## config.mk

```make
export PLATFORM = sky130hd
export DESIGN_NAME = tdm_sample_tx
export DESIGN_NICKNAME = d
export VERILOG_FILES = /design/src/rtl/tdm_sample_tx.sv
export SDC_FILE = /design/constraint.sdc
export NUM_CORES = 1
export LEC_CHECK = 0
export ABC_AREA = 0
export CAP_MARGIN = 20
export CORE_MARGIN = 5
export CORE_UTILIZATION = 55
export CTS_CLUSTER_DIAMETER = 150
export CTS_CLUSTER_SIZE = 16
export DETAILED_ROUTE_END_ITERATION = 12
export GPL_TIMING_DRIVEN = 1
export HOLD_SLACK_MARGIN = 0.08
export PLACE_DENSITY = 0.74
export SYNTH_ARGS = -nofsm -noshare
export SYNTH_HDL_FRONTEND = slang
export SYNTH_SLANG_ARGS = --single-unit
```

## constraint.sdc

```tcl
create_clock -name clk -period 5.45 [get_ports clk]
set_clock_uncertainty 0.05 [all_clocks]
set_input_delay 1.3625 -clock clk [delete_from_list [all_inputs] [get_ports clk]]
set_output_delay 1.3625 -clock clk [all_outputs]
set_load 0.05 [all_outputs]
```

## src/rtl/tdm_sample_tx.sv

```systemverilog
// tdm_sample_tx: captures four parallel samples, double-buffers them and shifts them MSB-first onto a 4-slot TDM line.
// Latency: samples captured in one frame go out on sdout in the next frame. There is no bypass into the frame being loaded.
// Backpressure: none. A second capture before the next frame load overwrites the pending set and raises overrun.
//
// Ports:
//   clk, rst_n                 system clock, synchronous active-low reset
//   sample_clk                 one-cycle capture strobe for sample_in0..3
//   sample_in0..sample_in3     W-bit two's complement samples for slots 0..3
//   clr_status                 one-cycle pulse, clears the sticky flags (and the counter)
//   bclk, fsync, sdout         TDM bit clock (clk/2), frame sync (bit 0 only) and serial data
//   frame_strobe               one-cycle pulse at the start of each frame (acts as sample_clk for cores)
//   underrun, overrun          sticky status flags
//   underrun_count [7:0]       saturating underrun counter, present only with TDM_TX_UNDERRUN_CNT_EN
//
// Optional feature macro: TDM_TX_UNDERRUN_CNT_EN
module tdm_sample_tx #(
  parameter int W         = 16,
  parameter int SLOT_BITS = 32
) (
  input  logic         clk,
  input  logic         rst_n,
  input  logic         sample_clk,
  input  logic [W-1:0] sample_in0,
  input  logic [W-1:0] sample_in1,
  input  logic [W-1:0] sample_in2,
  input  logic [W-1:0] sample_in3,
  input  logic         clr_status,
  output logic         bclk,
  output logic         fsync,
  output logic         sdout,
  output logic         frame_strobe,
  output logic         underrun,
  output logic         overrun
`ifdef TDM_TX_UNDERRUN_CNT_EN
  ,
  output logic [7:0]   underrun_count
`endif
);

  localparam int FB = 4 * SLOT_BITS;
  localparam int BW = $clog2(FB);

  typedef logic [BW-1:0] bcnt_t;
  localparam bcnt_t B_LAST = bcnt_t'(FB - 1);

  // r_run is low for the first cycle after reset; the frame counter holds
  // (0,0) for that cycle so the first frame starts without a load.
  logic          r_run;
  bcnt_t         r_b;
  logic          r_p;
  logic [FB-1:0] r_shift;
  logic [FB-1:0] r_hold;
  logic          r_pend;
  logic [4*W-1:0] r_pend_dat;
  logic          r_fsync;
  logic          r_fstrobe;
  logic          r_underrun;
  logic          r_overrun;

  logic          w_wrap;
  logic          w_underrun_evt;
  logic          w_overrun_evt;
  bcnt_t         w_next_b;
  logic          w_next_p;
  logic [FB-1:0] w_pend_frame;

  // Load happens on the edge leaving the last half-bit of the frame.
  assign w_wrap         = r_run & r_p & (r_b == B_LAST);
  assign w_underrun_evt = w_wrap & ~r_pend;
  // A load in the same cycle consumes the old pending set, so no overrun then.
  assign w_overrun_evt  = sample_clk & r_pend & ~w_wrap;

  // Each sample is left-justified in its slot, padding LSBs are zero.
  always_comb begin
    w_pend_frame = '0;
    for (int i = 0; i < 4; i++) begin
      w_pend_frame[FB-1-i*SLOT_BITS -: W] = r_pend_dat[4*W-1-i*W -: W];
    end
  end

  always_comb begin
    w_next_p = r_p;
    w_next_b = r_b;
    if (r_run) begin
      w_next_p = ~r_p;
      if (r_p) begin
        w_next_b = (r_b == B_LAST) ? '0 : r_b + bcnt_t'(1);
      end
    end
  end

  always_ff @(posedge clk) begin
    if (!rst_n) begin
      r_run      <= 1'b0;
      r_b        <= '0;
      r_p        <= 1'b0;
      r_shift    <= '0;
      r_hold     <= '0;
      r_pend     <= 1'b0;
      r_pend_dat <= '0;
      r_fsync    <= 1'b0;
      r_fstrobe  <= 1'b0;
      r_underrun <= 1'b0;
      r_overrun  <= 1'b0;
    end else begin
      r_run     <= 1'b1;
      r_b       <= w_next_b;
      r_p       <= w_next_p;
      // Output flags are registered from the next state so they line up
      // with the (b,p) state of the cycle they are presented in.
      r_fsync   <= (w_next_b == '0);
      r_fstrobe <= (w_next_b == '0) & ~w_next_p;

      if (w_wrap) begin
        if (r_pend) begin
          r_shift <= w_pend_frame;
          r_hold  <= w_pend_frame;
        end else begin
          r_shift <= r_hold;
        end
      end else if (r_run && r_p) begin
        r_shift <= {r_shift[FB-2:0], 1'b0};
      end

      if (sample_clk) begin
        r_pend     <= 1'b1;
        r_pend_dat <= {sample_in0, sample_in1, sample_in2, sample_in3};
      end else if (w_wrap) begin
        r_pend <= 1'b0;
      end

      r_underrun <= w_underrun_evt | (r_underrun & ~clr_status);
      r_overrun  <= w_overrun_evt  | (r_overrun  & ~clr_status);
    end
  end

  assign bclk         = r_p;
  assign fsync        = r_fsync;
  assign sdout        = r_shift[FB-1];
  assign frame_strobe = r_fstrobe;
  assign underrun     = r_underrun;
  assign overrun      = r_overrun;

`ifdef TDM_TX_UNDERRUN_CNT_EN
  logic [7:0] r_ur_cnt;

  always_ff @(posedge clk) begin
    if (!rst_n) begin
      r_ur_cnt <= '0;
    end else if (w_underrun_evt) begin
      if (r_ur_cnt != 8'hFF) begin
        r_ur_cnt <= r_ur_cnt + 8'd1;
      end
    end else if (clr_status) begin
      r_ur_cnt <= '0;
    end
  end

  assign underrun_count = r_ur_cnt;
`endif

endmodule

```

==> results of run 1 <==
==> placed cells by master, fill, tap and decap left out, drive strengths merged, types with 27 or more instances in the layout <==
cell and n:
a311oi 64, nor2 161, dfxtp 334, clkbuf 27
a21oi 125, and3 65, o211ai 64, nand2 262
nand3 118, mux2i 117, clkdlybuf4s50 71
==> cells by family (layout without fill, tap and decap cells) <==
group                    count (synthesis)  after routing
AO/OA/AOI/OAI                          290            290
XOR/XNOR                                 4              4
adder cells (fa/ha/maj)                  2              2
buffers and inverters                  151            121
flip-flops                             334            334
multiplexers                           117            117
AND/OR/NAND/NOR                        621            621
==> registers in the layout, summed over array words and instances, names as in the netlist, 7 cells and up <==
signal and count:
r_b 7, r_hold 128, r_pend_dat 64, r_shift 128
==> path summary, 6_finish.rpt <==
check / from / to / slack, ps
setup / recovery: bclk / bclk / 2190
hold / removal: r_hold[126] / r_hold[126] / 400
setup reg to reg: bclk / r_shift[79] / 2250
hold reg to reg: r_hold[126] / r_hold[126] / 400
==> tightest hold or removal path, stage by stage (launching register included) <==
cell and delay, ps:
dfxtp_1 310, nand2_1 50, a21oi_1 50
==> routing by layer <==
layer,up-vias,wire (microns),share of wire,GRT usage
met5,-,0,0,0
met4,0,459,0.016,0.0507
met3,31,951,0.034,0.0225
met2,193,13200,0.47,0.347
met1,4944,13300,0.48,0.273
li1,5229,-,-,-
==> where the power goes <==
group / internal (uW) / switching (uW) / leakage [uW]
clock: 825 / 784 / 0.000316
combinational: 147 / 189 / 0.00211
sequential: 2510 / 53.0 / 0.00271
total: 3480 / 1030 / 0.00514
==> layout make-up <==
type,count,area share
Sequential cell,334,0.461
Multi-Input combinational cell,1034,0.406
Tap cell,319,0.0275
Inverter,4,0.00155
Timing Repair Buffer,90,0.0595
Clock buffer,27,0.0443
==> per-stage QoR <==
step,util,instance area (sq um),cells
finish,0.616,14500,1808
global route,0.616,14500,1808
CTS,0.616,14500,1808
detailed placement,0.589,13900,1781
global placement,0.589,13900,1781
floorplan,-,13200,1519
==> out/metrics.yaml, run 1 <==
placement:
  post-dp-hpwl_mm: 15.0
  pre_cts_slack_ps: 1940
  routabilityCongestion: 0.764
  port_buffers: 73
clock_network:
  cts_sinks: 334
  tritoncts: "built"
  clk_path_buf_depth: 3
  clkSlewWorstSetupHoldPaths_ps: 70
  cts_root_buf: "clkbuf_16"
  holdBufCountCts: 0
  numCtsBuffers: 24
  post_cts_resized: 0
  cts_setup_buffers: 0
  htreeDepth: 1
  clk_latency_ps: 520
cells_and_area:
  regArea_sq_um: 6690
  nNetsFinal: 1558
  drive_above_1_share: 0.0376
  antenna_cells: 0
  multi_input_area_sq_um: 5890
  fillerInstances: 2037
  area_delta_synth_final_pct: 9.85
timing:
  slew_headroom: 0.384
  max_freq_ghz: 0.307
  worst_slack_ps: 2190
  rsz0062_at_grt: "false"
  worst_hold_slack_ps: 402
  setup_viol: 0
  slew_violations: 0
  fin_crit_sh: 0.598
  worst_pin_slew_ps: 924
  tns_ps: 0
  fin_crit_ps: 3260
  hold_viol: 0
routing:
  routed_wl_mm: 28.0
  drt_pass1_iterations: 7
  avgViaCountPerCell: 5.75
  ant_nets: 0
  initialDrtViolationCount: 934
  drt-wirelength-per-cell_microns: 15.5
  num_vias: 10400
  drc_errors: 0
setup_path:
  cp.arrival_ps: 1850
  path_max_fanout: 6
  reg2regPathDepth: 5
  path_class: "flop to output pin"
  slowest_stage: "clkdlybuf4s50_1"
  cpLargestDelayFamily: "buffers and inverters"
  slowest_delay_ps: 860
  end_kind: "output pin"
  cp.depth: 1
  crit_chain: "clkdlybuf4s50_1"
  required_ps: 4040
  startpoint_type: "flop"
  cp_num_buf_inv: 1
floorplan:
  initial_core_util: 0.561
  coreArea_sq_um: 23500
  chipWidth_microns: 165
  fp-row-count: 56
  io_pins: 74
  die_h_microns: 165
  die_area_sq_um: 27200
yosys:
  syn_inst: 1519
  synth.yosys.seq_area_share: 0.506
  synth_top_area_frac: 0.506
  synth_most_common_cell: "dfxtp_1"
  synth_compound_area_frac: 0.146
  synth_flop_cell: "dfxtp_1"
  avgSynthCellArea_sq_um: 8.70
  synth.top_cells.by_area: "dfxtp_1 51%, mux2i_1 8.9%, nand2_1 7.4%"
  yosys.area.top_type: "dfxtp_1"
  synth-seq-cells: 334
  muxShareOfSynthArea: 0.0886
  synth_nets: 1589
  synth_xor_area_frac: 0.00265
  netlist_area_sq_um: 13200
  yosys_warnings: 0
  yosys-top-cells-count: "334 x dfxtp_1, 262 x nand2_1, 160 x nor2_1"
  synthSimpleGateAreaFrac: 0.205
  async_flop_share: 0
  ys_types: 37
  yosys.area_share.adder: 0.00189
  synth-edff-count: 0
  synth_top_family_by_area: "simple AND/OR/NAND/NOR gates"
power:
  p_leak_uw: 0.00514
  p_per_area_nw_per_um2: 311
  p_total_uw: 4510
  ir_worst_vdd_v: 0.000235
hold_path:
  min_path_cells: 2
  hold_path_class: "flop to flop"
global_routing:
  grt_use_total: 0.202
  antenna_found_initial: 0
  grt_pass1_vias: 9829
  grt_pass1_wl_mm: 47.1
  grt_max_degree: 158
  grt_overflow: 0
run_status:
  status: "completed"
flow_run:
  maxCapViolations: 0
Note: power is estimated with default switching activity, not from simulation.
==> inputs of run 2 (changes only) <==
==> constraint.sdc (replaced) <==
create_clock -name clk -period 3.3 [get_ports clk]
set_clock_uncertainty 0.05 [all_clocks]
set_input_delay 0.825 -clock clk [delete_from_list [all_inputs] [get_ports clk]]
set_output_delay 0.825 -clock clk [all_outputs]
set_load 0.05 [all_outputs]
==> run 2 against run 1 <==
Effect of this change: first-iteration DRC count fell by 12%; routed wire length is 0.14% lower; final area grew 0.50%; sequential cell count stayed put; setup slack worse by 1600 ps; sequential power rose by 65%; combinational power is 67% higher; core utilization increased by 0.31 points; via count about the same; largest cell class unchanged; highest routed layer unchanged.
==> out/metrics.yaml, run 2 (synthesis results as in run 1) <==
run_status:
  status: "completed"
setup_path:
  regToRegEndpoint: "r_hold[61]"
  slowest_stage: "clkdlybuf4s50_1"
  crit_start: "bclk"
  cp.depth: 1  # unchanged
  required_ps: 2420  # -1620 ps
  crit_path_end: "bclk"
  startpoint_type: "flop"
  cp.arrival_ps: 1840  # about the same
  reg2regPathDepth: 7  # +2
  r2r_slack_ps: 620  # -1630 ps
  end_kind: "output pin"
  path_class: "flop to output pin"
  worstReg2RegStart: "r_b[0]"
  cp_num_buf_inv: 1  # unchanged
  crit_chain: "clkdlybuf4s50_1"
  slowest_delay_ps: 850  # about the same
  cpLargestDelayFamily: "buffers and inverters"
  path_max_fanout: 6  # unchanged
power:
  p_per_area_nw_per_um2: 511  # +65%
  p_switching_uw: 1700  # +66%
  p_leak_uw: 0.00516  # +0.35%
  p_clk_frac: 0.357  # about the same
  p_sw_frac: 0.228  # +0.000584
  power_frac_seq: 0.568  # about the same
  p_total_uw: 7460  # +65%
  combPwrFrac: 0.075  # about the same
  p_int_uw: 5760  # +65%
  ir_worst_vdd_v: 0.000330  # +40%
routing:
  avgViaCountPerCell: 5.74  # -0.19%
  initialDrtViolationCount: 821  # -12%
  routed_wl_mm: 27.9  # -0.14%
  drt_pass1_iterations: 5  # -2
  ant_nets: 0  # unchanged
  drc_errors: 0  # unchanged
  drt-wirelength-per-cell_microns: 15.4  # -0.25%
  num_vias: 10400  # -0.077%
hold_path:
  min_from: "r_hold[121]"
  hold_path_class: "flop to flop"
floorplan:
  coreArea_sq_um: 23500  # unchanged
  die_h_microns: 165  # unchanged
  chipWidth_microns: 165  # unchanged
  io_pins: 74  # unchanged
  fp-row-count: 56  # unchanged
  initial_core_util: 0.561  # unchanged
  die_area_sq_um: 27200  # unchanged
cells_and_area:
  antenna_cells: 0  # unchanged
  layout_commonest_cell: "dfxtp_1"
  mostFrequentLayoutCells: "333 x dfxtp_1, 261 x nand2_1, 160 x nor2_1, 125 x a21oi_1, 118 x nand3_1"
  nNetsFinal: 1560  # +0.13%
  drive_above_1_share: 0.0389  # +0.00129
  reg.largest.list: "r_hold x128, r_shift x128, r_pend_dat x64"
  area_delta_synth_final_pct: 10.4
clock_network:
  cts_setup_buffers: 0  # unchanged
  numCtsBuffers: 24  # unchanged
  clk_path_buf_depth: 3  # unchanged
  cts_sinks: 334  # unchanged
  post_cts_resized: 0  # unchanged
  holdBufCountCts: 0  # unchanged
  clkSlewWorstSetupHoldPaths_ps: 70  # about the same
  tritoncts: "built"
  clk_latency_ps: 530  # about the same
  cts_root_buf: "clkbuf_16"
  htreeDepth: 1  # unchanged
timing:
  rsz0062_at_grt: "false"
  fin_crit_sh: 0.824
  tns_ps: 0  # unchanged
  slew_headroom: 0.300  # -0.0833
  hold_viol: 0  # unchanged
  setup_viol: 0  # unchanged
  fin_crit_ps: 2720
  slew_violations: 0  # unchanged
  worst_pin_slew_ps: 1050  # +125 ps
  max_freq_ghz: 0.368
global_routing:
  grt_use_total: 0.201  # -0.000815
  grt_pass1_wl_mm: 47.3  # +0.41%
  grt_max_degree: 204  # +29%
  antenna_found_initial: 0  # unchanged
  grt_overflow: 0  # unchanged
  grt_pass1_vias: 9761  # -0.69%
placement:
  post-dp-hpwl_mm: 15.0  # -0.14%
  routabilityCongestion: 0.785  # +2.8%
  port_buffers: 73  # unchanged
flow_run:
  maxCapViolations: 0  # unchanged
==> run 2: cell count changes in the layout (fill, tap and decap cells not counted), sizes merged <==
| cell | delta |
|---|---|
| buf | +2 |
==> run 2: power by group through the flow <==
stage / Combinational (uW) / Clock, uW / Sequential [uW]
2_1_floorplan: 381 / 0 / 4310
3_3_place_gp: 550 / 0 / 4320
3_5_place_dp: 560 / 0 / 4330
4_1_cts: 562 / 2740 / 4230
5_1_grt: 621 / 2890 / 4250
6_report: 558 / 2660 / 4240
==> run 2: per-layer routing <==
| metal | part of all wire | GRT usage | up-vias |
|---|---|---|---|
| met4 | 0.019 | 0.0480 | 0 |
| met3 | 0.034 | 0.0227 | 31 |
| met5 | 0 | 0 | - |
| met2 | 0.47 | 0.345 | 166 |
| met1 | 0.47 | 0.273 | 4968 |
| li1 | - | - | 5224 |
==> run 2: per-stage QoR <==
| step | instance area (sq um) | cells | hold WS (ps) | worst slack [ps] | utilization |
|---|---|---|---|---|---|
| 2_1_floorplan | 13200 | 1519 | 386 | 1110 | - |
| 3_3_place_gp | 13900 | 1783 | 391 | 752 | 0.592 |
| 3_5_place_dp | 13900 | 1783 | 396 | 686 | 0.592 |
| 4_1_cts | 14600 | 1810 | 405 | 550 | 0.620 |
| 5_1_grt | 14600 | 1810 | 419 | 446 | 0.620 |
| 6_report | 14600 | 1810 | 405 | 581 | 0.620 |
==> run 2: area by class of cell <==
| cell class | instances | area [sq um] |
|---|---|---|
| repair buffers | 92 | 941 |
| clock buffers | 27 | 643 |
| well taps | 319 | 399 |
| flip-flops and latches | 334 | 6690 |
| multi-input cells | 1034 | 5890 |
| fillers | 2035 | 8960 |
| inverters | 4 | 22.5 |
==> run 2: worst min-delay path by stage <==
stage | to | slack (ps) | cells past startpoint
finish | r_hold[121] | 400 | 2
global route | r_hold[51] | 420 | 2
CTS | r_hold[87] | 410 | 2
detailed placement | r_hold[87] | 400 | 2
global placement | r_hold[52] | 390 | 2
floorplan | r_hold[112] | 390 | 2
==> inputs of run 3 (changes only) <==
--- a/config.mk
+++ b/config.mk
@@ -8,13 +8,13 @@
 export ABC_AREA = 0
 export CAP_MARGIN = 20
 export CORE_MARGIN = 5
-export CORE_UTILIZATION = 55
+export CORE_UTILIZATION = 54
 export CTS_CLUSTER_DIAMETER = 150
 export CTS_CLUSTER_SIZE = 16
 export DETAILED_ROUTE_END_ITERATION = 12
 export GPL_TIMING_DRIVEN = 1
 export HOLD_SLACK_MARGIN = 0.08
-export PLACE_DENSITY = 0.74
+export PLACE_DENSITY = 0.76
 export SYNTH_ARGS = -nofsm -noshare
 export SYNTH_HDL_FRONTEND = slang
 export SYNTH_SLANG_ARGS = --single-unit
==> constraint.sdc (replaced) <==
create_clock -name clk -period 2.4 [get_ports clk]
set_clock_uncertainty 0.05 [all_clocks]
set_input_delay 0.6 -clock clk [delete_from_list [all_inputs] [get_ports clk]]
set_output_delay 0.6 -clock clk [all_outputs]
set_load 0.05 [all_outputs]
==> run 3 against run 2 <==
Effect of this change: via count is 0.82% higher; combinational power is 39% higher; critical path depth stayed put; sequential cell count stayed put; critical path type unchanged; largest cell class unchanged; clock power is 37% higher; worst hold slack worse by 39 ps; sequential power is 38% higher; global-route usage is 0.80 points lower; routed wire length is 0.21% lower; setup slack worse by 490 ps.
==> out/metrics.yaml, run 3 (synthesis results as in run 1) <==
setup_path:
  end_kind: "output pin"
  regToRegEndpoint: "r_hold[79]"
  r2r_slack_ps: 290  # -330 ps
  cpLargestDelayFamily: "buffers and inverters"
  path_max_fanout: 2  # -4
  slowest_stage: "clkdlybuf4s50_1"
  cp.arrival_ps: 1660  # -180 ps
  required_ps: 1750  # -670 ps
  startpoint_type: "flop"
  path_class: "flop to output pin"
  slowest_delay_ps: 800  # -50 ps
  cp_num_buf_inv: 1  # unchanged
  reg2regPathDepth: 5  # -2
  worstReg2RegStart: "r_b[0]"
  crit_chain: "clkdlybuf4s50_1"
timing:
  worst_pin_slew_ps: 696  # -353 ps
  setup_viol: 0  # unchanged
  slew_headroom: 0.536  # +0.235
  slew_violations: 0  # unchanged
  fin_crit_ps: 2310
  max_freq_ghz: 0.433
  worst_hold_slack_ps: 365  # -39.5 ps
  hold_viol: 0  # unchanged
  tns_ps: 0  # unchanged
  fin_crit_sh: 0.963
  rsz0062_at_grt: "false"
floorplan:
  chipWidth_microns: 166  # +0.87%
  die_h_microns: 166  # +0.87%
  initial_core_util: 0.546  # -0.0147
  fp-row-count: 57  # +1.8%
  coreArea_sq_um: 24200  # +2.7%
  io_pins: 74  # unchanged
  die_area_sq_um: 27700  # +1.7%
cells_and_area:
  reg.largest.list: "r_hold x128, r_shift x128, r_pend_dat x64"
  multi_input_area_sq_um: 5890  # unchanged
  drive_above_1_share: 0.0472  # +0.00831
  fillerInstances: 2053  # +0.88%
  area_delta_synth_final_pct: 11.9
  antenna_cells: 0  # unchanged
  postLayoutCellArea_sq_um: 14800  # +1.4%
  layout_commonest_cell: "dfxtp_1"
  mostFrequentLayoutCells: "333 x dfxtp_1, 261 x nand2_1, 160 x nor2_1, 125 x a21oi_1, 118 x nand3_1"
  nNetsFinal: 1573  # +0.83%
  regArea_sq_um: 6690  # unchanged
clock_network:
  cts_sinks: 334  # unchanged
  clk_path_buf_depth: 3  # unchanged
  cts_root_buf: "clkbuf_16"
  clkSlewWorstSetupHoldPaths_ps: 70  # about the same
  htreeDepth: 1  # unchanged
  numCtsBuffers: 24  # unchanged
  tritoncts: "built"
  clk_latency_ps: 520  # about the same
placement:
  routabilityCongestion: 0.785  # about the same
  post-dp-hpwl_mm: 15.9  # +6.3%
  port_buffers: 73  # unchanged
  placed_cell_area_sq_um: 14100  # +1.5%
power:
  p_total_uw: 10200  # +37%
  p_per_area_nw_per_um2: 693  # +35%
  ir_worst_vdd_v: 0.000470  # +42%
  p_leak_uw: 0.00526  # +1.9%
hold_path:
  min_from: "rst_n"
  hold_path_class: "input pin to flop"
  min_path_cells: 2  # unchanged
  holdPathEnd: "bclk"
global_routing:
  antenna_found_initial: 0  # unchanged
  grt_max_degree: 145  # -29%
  grt_pass1_vias: 9946  # +1.9%
  grt_pass1_wl_mm: 47.9  # +1.3%
  grt_overflow: 0  # unchanged
  grt_use_total: 0.193  # -0.00804
routing:
  drt-wirelength-per-cell_microns: 15.2  # -1.2%
  initialDrtViolationCount: 845  # +2.9%
  num_vias: 10500  # +0.82%
  drc_errors: 0  # unchanged
  ant_nets: 0  # unchanged
  routed_wl_mm: 27.9  # -0.21%
  drt_pass1_iterations: 5  # unchanged
  avgViaCountPerCell: 5.73  # -0.17%
flow_run:
  maxCapViolations: 0  # unchanged
run_status:
  status: "completed"
run 3: cell types whose count changed in the layout (fill, tap and decap cells not counted):
cell	before	now
dlygate4sd2_1	0	2
buf_12	6	14
buf_4	14	19
clkdlybuf4s50_1	71	69
run 3: timing repair:
item	CTS	global route
hold endpoints to repair	0	0
endpoints found under the setup margin	2	0
hold buffers	0	0
gates resized for setup	2	0
buffers inserted	0	0
run 3: layout make-up:
cell class | count | area share
clock buffer | 27 | 0.0435
timing repair buffer | 105 | 0.0768
multi-input combinational | 1034 | 0.398
sequential | 334 | 0.452
tap | 324 | 0.0274
inverter | 4 | 0.00152
run 3: where the power goes:
group	internal, uW	switching [uW]
clock	1870	1760
combinational	347	431
sequential	5710	121
run 3: metal layers:
metal | global-route usage | part of all wire | up-vias
met5 | 0 | 0 | -
met4 | 0.0342 | 0.012 | 0
met3 | 0.0251 | 0.037 | 29
met2 | 0.337 | 0.48 | 182
met1 | 0.262 | 0.47 | 5010
li1 | - | - | 5253
run 3: worst max path at each step:
stage	start	end	slack, ps	cells after the start
global placement	r_b[0]	r_hold[126]	400	6
floorplan	bclk	r_hold[19]	210	7
detailed placement	r_b[0]	r_hold[92]	330	7
CTS	underrun	underrun	70	1
finish	overrun	overrun	90	1
global route	underrun	underrun	20	1
run 3: through the flow:
stage / instances / util / setup slack, ps
global placement: 1801 / 0.585 / 398
floorplan: 1519 / - / 214
CTS: 1828 / 0.612 / 65.9
global route: 1828 / 0.612 / 19.7
detailed placement: 1801 / 0.585 / 328
finish: 1828 / 0.612 / 88.3
